==> src/rtl/regfile_wr_sched_pkg.sv <==
// Shared constants and state encoding for the register-file write scheduler.
package regfile_pkg;
  localparam int RF_DW   = 32;
  localparam int RF_AW   = 3;
  localparam int RF_NREG = 8;

  localparam logic [0:0] ST_INIT = 1'b0;
  localparam logic [0:0] ST_RUN  = 1'b1;
endpackage

==> src/rtl/regfile_wr_sched_if.sv <==
// Two write requesters sharing the register-file write port via valid/ready.
interface regfile_wr_sched_if;
  import regfile_pkg::*;

  logic              req0_valid;
  logic [RF_AW-1:0]  req0_addr;
  logic [RF_DW-1:0]  req0_data;
  logic              req0_ready;
  logic              req1_valid;
  logic [RF_AW-1:0]  req1_addr;
  logic [RF_DW-1:0]  req1_data;
  logic              req1_ready;

  modport master (
    output req0_valid, req0_addr, req0_data, req1_valid, req1_addr, req1_data,
    input  req0_ready, req1_ready
  );

  modport slave (
    input  req0_valid, req0_addr, req0_data, req1_valid, req1_addr, req1_data,
    output req0_ready, req1_ready
  );
endinterface

==> src/rtl/regfile_wr_sched_rr_arb2.sv <==
// Two-way round-robin arbiter; on a tie the requester not granted last wins.
module rr_arb2 (
  input  logic       clk,
  input  logic       cr,
  input  logic [1:0] req,
  input  logic       en,
  input  logic       upd,
  output logic [1:0] gnt
);
  logic last_gnt;

  // NOTE: every variable driven here gets a default first so no latch is inferred.
  always_comb begin
    gnt = 2'b00;
    if (en) begin
      case (req)
        2'b01:   gnt = 2'b01;
        2'b10:   gnt = 2'b10;
        2'b11:   gnt = last_gnt ? 2'b01 : 2'b10;
        default: gnt = 2'b00;
      endcase
    end
  end

  // NOTE: flops use non-blocking assignments so every reader sees the pre-edge value.
  always_ff @(posedge clk or negedge cr) begin
    if (!cr)      last_gnt <= 1'b1;
    else if (upd) last_gnt <= gnt[1];
  end
endmodule

==> src/rtl/regfile_wr_sched.sv <==
// Register-file write-port scheduler: zero-fill sequencer plus round-robin sharing.
module regfile_wr_sched
  import regfile_pkg::*;
#(
  parameter int DW      = RF_DW,
  parameter int AW      = RF_AW,
  parameter int NREG    = RF_NREG,
  parameter bit R0_ZERO = 1'b1
) (
  input  logic                 clk,
  input  logic                 cr,
  input  logic                 init_req,
  output logic                 init_busy,
  regfile_wr_sched_if.slave    rq,
  output logic                 WE,
  output logic [AW-1:0]        Addr_W,
  output logic [DW-1:0]        Di,
  output logic [15:0]          stall_cnt
);
  localparam logic [AW-1:0] LAST_IDX = AW'(NREG - 1);

  logic [0:0]    state;
  logic [AW-1:0] cnt;
  logic [1:0]    req, gnt;
  logic          en, hs, contend;
  logic [AW-1:0] sel_addr;
  logic [DW-1:0] sel_data;

  assign req     = {rq.req1_valid, rq.req0_valid};
  assign en      = (state == ST_RUN) && !init_req;
  assign hs      = |(req & gnt);
  assign contend = en && rq.req0_valid && rq.req1_valid;

  rr_arb2 u_arb (
    .clk (clk),
    .cr  (cr),
    .req (req),
    .en  (en),
    .upd (hs),
    .gnt (gnt)
  );

  assign rq.req0_ready = gnt[0];
  assign rq.req1_ready = gnt[1];
  assign init_busy     = (state == ST_INIT);
  assign sel_addr      = gnt[1] ? rq.req1_addr : rq.req0_addr;
  assign sel_data      = gnt[1] ? rq.req1_data : rq.req0_data;

  always_ff @(posedge clk or negedge cr) begin
    if (!cr) begin
      state  <= ST_INIT;
      cnt    <= '0;
      WE     <= 1'b0;
      Addr_W <= '0;
      Di     <= '0;
    end else begin
      case (state)
        ST_INIT: begin
          // Zero-fill writes ignore R0_ZERO so register 0 is cleared too.
          WE     <= 1'b1;
          Addr_W <= cnt;
          Di     <= '0;
          if (cnt == LAST_IDX) begin
            state <= ST_RUN;
            cnt   <= '0;
          end else begin
            cnt <= cnt + AW'(1);
          end
        end
        default: begin
          if (init_req) begin
            state <= ST_INIT;
            cnt   <= '0;
            WE    <= 1'b0;
          end else if (hs) begin
            WE     <= !(R0_ZERO && (sel_addr == '0));
            Addr_W <= sel_addr;
            Di     <= sel_data;
          end else begin
            WE <= 1'b0;
          end
        end
      endcase
    end
  end

  always_ff @(posedge clk or negedge cr) begin
    if (!cr)                                    stall_cnt <= '0;
    else if (contend && stall_cnt != 16'hFFFF)  stall_cnt <= stall_cnt + 16'd1;
  end
endmodule

==> src/flat_wrapper.sv <==
// flat-port wrapper written by rule: the top's interface ports become plain ports
module regfile_wr_sched_flat import regfile_pkg::*;
#(
  parameter int DW      = RF_DW,
  parameter int AW      = RF_AW,
  parameter int NREG    = RF_NREG,
  parameter bit R0_ZERO = 1'b1
)
  (clk, cr, init_req, init_busy, WE, Addr_W, Di, stall_cnt, rq_req0_valid, rq_req0_addr, rq_req0_data, rq_req1_valid, rq_req1_addr, rq_req1_data, rq_req0_ready, rq_req1_ready);
  regfile_wr_sched_if rq_i ();
  input  logic clk;
  input  logic cr;
  input  logic init_req;
  output logic init_busy;
  output logic WE;
  output logic [AW-1:0] Addr_W;
  output logic [DW-1:0] Di;
  output logic [15:0] stall_cnt;
  input wire logic [$bits(rq_i.req0_valid)-1:0] rq_req0_valid;
  input wire logic [$bits(rq_i.req0_addr)-1:0] rq_req0_addr;
  input wire logic [$bits(rq_i.req0_data)-1:0] rq_req0_data;
  input wire logic [$bits(rq_i.req1_valid)-1:0] rq_req1_valid;
  input wire logic [$bits(rq_i.req1_addr)-1:0] rq_req1_addr;
  input wire logic [$bits(rq_i.req1_data)-1:0] rq_req1_data;
  output wire logic [$bits(rq_i.req0_ready)-1:0] rq_req0_ready;
  output wire logic [$bits(rq_i.req1_ready)-1:0] rq_req1_ready;
  assign rq_i.req0_valid = rq_req0_valid;
  assign rq_i.req0_addr = rq_req0_addr;
  assign rq_i.req0_data = rq_req0_data;
  assign rq_i.req1_valid = rq_req1_valid;
  assign rq_i.req1_addr = rq_req1_addr;
  assign rq_i.req1_data = rq_req1_data;
  assign rq_req0_ready = rq_i.req0_ready;
  assign rq_req1_ready = rq_i.req1_ready;
  regfile_wr_sched #(.DW(DW), .AW(AW), .NREG(NREG), .R0_ZERO(R0_ZERO)) u_core (.clk(clk), .cr(cr), .init_req(init_req), .init_busy(init_busy), .rq(rq_i), .WE(WE), .Addr_W(Addr_W), .Di(Di), .stall_cnt(stall_cnt));
endmodule
==> config.mk <==
export PLATFORM = sky130hd
export DESIGN_NAME = regfile_wr_sched_flat
export DESIGN_NICKNAME = d
export VERILOG_FILES = /design/src/rtl/regfile_wr_sched_pkg.sv /design/src/rtl/regfile_wr_sched_if.sv /design/src/rtl/regfile_wr_sched_rr_arb2.sv /design/src/rtl/regfile_wr_sched.sv /design/src/flat_wrapper.sv
export SDC_FILE = /design/constraint.sdc
export NUM_CORES = 1
export LEC_CHECK = 0
export CAP_MARGIN = 20
export CORE_ASPECT_RATIO = 1.4
export CORE_MARGIN = 3
export CORE_UTILIZATION = 39
export CTS_BUF_LIST = sky130_fd_sc_hd__clkbuf_8
export CTS_CLUSTER_DIAMETER = 30
export DETAILED_ROUTE_END_ITERATION = 10
export PLACE_DENSITY = 0.79
export SLEW_MARGIN = 15
export SYNTH_ARGS = -nofsm -noshare
export SYNTH_HDL_FRONTEND = slang
export SYNTH_SLANG_ARGS = --single-unit
==> constraint.sdc <==
create_clock -name clk -period 2 [get_ports clk]
set_clock_uncertainty 0.2 [all_clocks]
set_input_delay 0.4 -clock clk [delete_from_list [all_inputs] [get_ports clk]]
set_output_delay 0.4 -clock clk [all_outputs]
set_load 0.05 [all_outputs]
==> qor.yml <==
synth_top_area_share_pct: 49.6
avgRoutedWirePerCell_um: 15.4
setup_violations: 0
clkTransAtPathRegs_ns: 0.06
drt-pass1-iter-count: 4
num_rows: 36
drcViolationCount: 0
status: "completed"
die_w_um: 77.9
p_int_uw: 2660
initial_utilization_pct: 40.4
clockBufferDepth: 2
rr_endpoint: "u_core.stall_cnt[15]"
final_cell_mix: "72 x buf_4, 70 x clkdlybuf4s50_1, 44 x dfrtp_1"
ios: 130
dp_hpwl_mm: 6.08
yosysWarningCount: 0
cp.required_ns: 1.40
timing.hold.ws_ns: 0.285
synthDistinctLibCells: 44
power.total_uw: 4410
drt-met1-wl_mm: 2.91
ys.flop_type: "dfrtp_1"
area_growth_pct: 60.6
switching_share_pct: 39.7
cts_buffers: 9
comb_power_share_pct: 42.7
synth.area.top_cells: "dfrtp_1 50%, mux2i_1 12%, o21ai_0 6.2%"
gp_congestion: 0.979
grt-ovfl-total: 0
syn_area_mm2: 0.00282
p_switching_uw: 1750
ir_drop_mv: 0.632
dieHeight_um: 107
cts_sinks: 57
period_share_pct: 97.2
fmax_mhz: 514
wl_met2_mm: 4.44
timing_hold_violations_final: 0
synthCells: 265
arrival_ns: 1.34
r2r_cells: 4
power_frac_clock_pct: 22.5
drt_wl_total_mm: 7.92
fp.dieArea_mm2: 0.00831
endpoint_kind: "output port"
critical_path_class: "reg -> out"
ys_seq_area_share_pct: 50.6
viasPerCell: 5.07
slew_violations: 0
insertedDiodeCount: 0
stdcell_area_mm2: 0.00453
cp-endpoint: "rq_req1_ready"
fill_cells: 572
final_common_cell: "buf_4"
antenna_found_initial: 0
grt_max_degree: 30
crit_fanout: 6
p_seq_share_pct: 34.8
worstMarginPinSlew_ns: 0.499
slew_headroom_pct: 66.6
insertion_delay_ns: 0.32
cellPowerDensity_mw_per_mm2: 972
vias: 2606
dr_wl_met3_um: 477
grt_pass1_wl_mm: 12.9
synth_edf_count: 0
grt_use_total_pct: 19.7
cts_tree: "yes"
initialDrtViolationCount: 83
r2r-start: "u_core.stall_cnt[4]"
startpoint: "u_core.state"
start_kind: "flip-flop"
place_area_mm2: 0.00431
layout.nets: 492
syn-num-nets: 343
core-area_mm2: 0.00698
avgSynthCellArea_um2: 10.7
drive_above_1_share_pct: 29.6
hold_class: "reg -> reg"
grt_pass1_vias: 2693
drtAntennaViolNets: 0
ys_seq_elements: 57
htree_levels: 3
r2r_setup_slack_ns: 0.12
synthArstFlopShare_pct: 100
power_leakage_uw: 0.00231
synth_area_leader_cell: "dfrtp_1"
cts_root_buf: "clkbuf_8"
min_period_ns: 1.94
drv_cap: 0
cp_cell_sequence: "and3b_2 > nand2_4 > inv_4 > buf_12"
critPathSlowestCell: "dfrtp_2"
portBuffers: 129
top_layer: "met4"
hold_depth: 1
rsz0062_at_grt: "false"
crit_path_max_incr_delay_ns: 0.45
## repair_timing
item	4_1_cts	5_1_grt
gates resized for setup	9	3
hold buffers	1	0
endpoints found under the setup margin	2	3
hold endpoints to repair	8	0
setup buffers	1	0
pin swaps	2	0
## power groups by stage
stage	registers, µW	logic, µW	clock network, µW
after floorplan	2030	619	0
after global placement	1540	1860	0
after detailed placement	1550	1890	0
after CTS	1530	1910	1030
after global routing	1560	2030	1090
final	1530	1880	991
## registers in the layout, summed over array words and instances (netlist names)
register	flops
u_core.Di	32
u_core.WE	1
u_core.state	1
u_core.cnt	3
u_core.u_arb.last_gnt	1
u_core.stall_cnt	16
u_core.Addr_W	3
## synthesized netlist by cell type, types with 2 or more instances
cell type / count
dfrtp_1: 56
o21ai_0: 35
mux2i_1: 33
nand3_1: 32
nand2_1: 17
clkbuf_1: 12
xor2_1: 10
inv_1: 5
nor2_1: 5
a211oi_1: 4
nor3_1: 4
nor4_1: 4
a21oi_1: 3
a31oi_1: 3
buf_4: 3
ha_1: 3
nand4_1: 3
a22o_1: 2
a2bb2oi_1: 2
mux2_2: 2
nand4_2: 2
o31ai_1: 2
xnor2_1: 2
## how the worst min path moves through the flow
stage | startpoint | to | slack (ns)
detailed placement | cr | u_core.stall_cnt[10] | 0.09
finish | u_core.stall_cnt[14] | u_core.stall_cnt[14] | 0.28
CTS | cr | u_core.stall_cnt[11] | 0.27
global placement | cr | u_core.stall_cnt[10] | 0.09
floorplan | cr | u_core.Addr_W[0] | -0.1
global route | cr | u_core.stall_cnt[12] | 0.31
## cell families (layout without fill, tap and decap cells)
group	count (synthesis)	after routing	synth area share [%]
xor+xnor	12	12	3.72
mux	35	35	12.5
flops	57	57	50.6
simple gates	77	77	15.2
buf+inv	22	176	3.41
fa+ha+maj	3	3	1.33
compound gates	59	59	13.3
## worst max-delay path: cells and delay by family (launching register included)
kind          cells  cell delay (ns)
buf+inv           2             0.20
flops             1             0.45
simple gates      2             0.38
## per-layer routing
layer  global-route usage [%]  up-vias
li1                         -     1266
met1                     21.3     1244
met2                     36.0       89
met3                     5.13        7
met4                     7.88        0
met5                        0        -
## layout make-up
type | count | area, µm² | area share [%]
tap | 95 | 119 | 2.62
clock inverter | 7 | 56.3 | 1.24
inverter | 5 | 21.3 | 0.469
timing repair buffer | 155 | 1430 | 31.6
clock buffer | 9 | 124 | 2.73
sequential | 57 | 1440 | 31.8
multi-input combinational | 186 | 1340 | 29.5
## through the flow
stage | setup TNS (ns) | utilization (%) | std cells | worst slack, ns
CTS | 0 | 64.8 | 514 | 0.00918
global placement | -5.59 | 61.8 | 496 | -0.232
finish | 0 | 64.9 | 514 | 0.0556
detailed placement | -6.70 | 61.8 | 496 | -0.240
global route | 0 | 64.9 | 514 | 0.00621
floorplan | -0.0375 | - | 265 | -0.0375
Power figures use the tool's default switching activity.
==> variant 1 (same settings) <==
`R0_ZERO` is set to 1'b1 in 2 places; all go to 1'b0.
--- a/src/rtl/regfile_wr_sched.sv
+++ b/src/rtl/regfile_wr_sched.sv
@@ -5,7 +5,7 @@
   parameter int DW      = RF_DW,
   parameter int AW      = RF_AW,
   parameter int NREG    = RF_NREG,
-  parameter bit R0_ZERO = 1'b1
+  parameter bit R0_ZERO = 1'b0
 ) (
   input  logic                 clk,
   input  logic                 cr,
--- a/src/flat_wrapper.sv
+++ b/src/flat_wrapper.sv
@@ -4,7 +4,7 @@
   parameter int DW      = RF_DW,
   parameter int AW      = RF_AW,
   parameter int NREG    = RF_NREG,
-  parameter bit R0_ZERO = 1'b1
+  parameter bit R0_ZERO = 1'b0
 )
   (clk, cr, init_req, init_busy, WE, Addr_W, Di, stall_cnt, rq_req0_valid, rq_req0_addr, rq_req0_data, rq_req1_valid, rq_req1_addr, rq_req1_data, rq_req0_ready, rq_req1_ready);
   regfile_wr_sched_if rq_i ();
Function: changed (a bounded check fails within 10 cycles, from zero or initial values).
==> variant 1 against the original RTL <==
  * The flow now finishes with violations (negative setup slack)
  * Total power rose by 8.8%
  * Setup slack worse by 58 ps
  * Sequential cell count unchanged
  * Clock power increased by 32%
  * Final cell count down 0.58%
  * Synthesized area is 0.22% lower
  * Count of clock-buffer cells in the layout increased by 1
  * Routed wire length is 3.1% higher
  * Cell area is 2.1% higher
  * Highest routed layer unchanged
==> variant 1: results (changes against the original RTL) <==
GRT
  • Vias in the first global route: 2720 (+1.0%)
  • Largest net degree at the start of global routing: 42 (+40%)
  • GRT Overall Usage: 20.0% (+0.39 points)
  • Met3 Use GR: 5.17% (+0.043 points)
  • First-pass GRT wire length: 13100 um (+1.8%)
  • GR Util met1: 22.0% (+0.77 points)

Synth
  • Netlist cell types: 39 (-11%)
  • Syn_nets: 339 (-1.2%)
  • Seq/Total Area, Yosys: 50.7% (+0.11 points)
  • Largest cells by area after synthesis: dfrtp_1, mux2i_1, nand3_1
  • Synth cell count leaders: dfrtp_1, nand3_1, mux2i_1, o21ai_0, clkbuf_1

Power and ir drop
  • Int Pwr: 2.99 mW (+13%)
  • Worst vdd ir: 0.000617 V (-2.4%)
  • Comb power frac: 40.7% (-2.0 points)
  • Clk. pwr: 1.31 mW (+32%)
  • Comb power: 1.95 mW (+4%)
  • Lkg Pwr: 2.35 nW (+2.0%)

Clock tree
  • Post-cts resize count: 11 (+2)
  • Cts hold-fix bufs: 1 (unchanged)
  • Post-CTS setup buffers: 3 (+2)
  • Worst skew pair latency: between 300 and 400 ps

Route
  • Vias post-DR: 2628 (+0.84%)
  • WL final: 8160 um (+3.1%)
  • Top Metal Used: met4
  • DRT Pass-1 Iters: 5 (+1)
  • DRT met1 WL: 2990 um (+2.9%)
  • Metal3 WL: 567 um (+19%)
  • Routed wl met2: 4460 um (+0.38%)
  • DRT iter0 DRCs: 87 (+4.8%)

Final layout
  • Share of cells above drive strength 1: 31.5% (+1.9 points)
  • Nets: 489 (-0.61%)
  • Layout fillers: 559 (-2.3%)

Critical path
  • Reg2Reg Capture Point: u_core.stall_cnt[14]$_DFFE_PN0P_
  • Reg-to-reg slack, setup: 100 ps (-20 ps)
  • Worst reg2reg path startpoint: u_core.stall_cnt[5]$_DFFE_PN0P_
  • Crit Path Max Fanout: 4 (-2)
  • Critical Path AT: 1400 ps (+60 ps)
  • Reg2Reg Depth: 5 (+1)

Outcome
  • Failing checks: negative setup slack
  • Status: complete, but fails checks

Placement
  • RD Place Congestion: 0.861 (-12%)
  • Detailed placer's ending HPWL: 6010 um (-1.3%)
  • IO buf count: 129 (unchanged)

Timing
  • Setup ws final: -2.11 ps (-57.7 ps)
  • Setup_tns: -2.11 ps (-2.11 ps)
  • Setup violators final: 1 (+1)
  • Relative slew slack: 71.3% (+4.7 points)

Worst hold path
  • Hold Path Origin: u_core.stall_cnt[0]$_DFFE_PN0P_
  • Worst Hold End: u_core.stall_cnt[0]$_DFFE_PN0P_
==> variant 1: changes by cell type after synthesis, sizes merged, moves of 3 or more <==
| cell | change |
|---|---|
| nand2 | -9 |
| xor2 | -3 |
| a21oi | +5 |
| nand3 | +6 |
| a211oi | -4 |
| o21ai | -3 |
| a31oi | +3 |
==> variant 1: per-stage QoR <==
stage	instance area, um2	setup slack [ps]	instances	hold slack, ps	util, %
2_1_floorplan	2850	-137	261	-95.6	-
6_report	4630	-2.11	511	300	66.3
5_1_grt	4630	-46.1	511	332	66.3
4_1_cts	4590	-12.3	508	305	65.7
3_3_place_gp	4280	-274	488	154	61.3
3_5_place_dp	4280	-292	488	159	61.3
==> variant 1: worst max-delay path by stage <==
stage,from,endpoint,slack [ps],depth (start not counted)
4_1_cts,u_core.state$_DFF_PN0_,rq_req1_ready,-10,5
5_1_grt,u_core.state$_DFF_PN0_,rq_req1_ready,-50,5
3_5_place_dp,init_req,rq_req1_ready,-290,5
2_1_floorplan,u_core.stall_cnt[6]$_DFFE_PN0P_,u_core.stall_cnt[1]$_DFFE_PN0P_,-140,4
6_report,u_core.state$_DFF_PN0_,rq_req1_ready,-2,5
3_3_place_gp,init_req,rq_req1_ready,-270,5
==> variant 1: cell type report <==
cell class | count | area share [%]
clock buffers | 10 | 2.97
clock inverters | 6 | 2.30
inverters | 7 | 0.649
multi-input cells | 178 | 28.5
flip-flops and latches | 57 | 31.2
well taps | 95 | 2.57
repair buffers | 158 | 31.8
==> variant 1: cell families after synthesis <==
group                      share of synthesized area [%]
AOI/OAI and AO/OA                                   11.6
adders and majority gates                           1.33
DFF                                                 50.7
buffers and inverters                               4.18
muxes                                               13.4
xor gates and xnor gates                            2.80
and+or+nand+nor                                     15.9
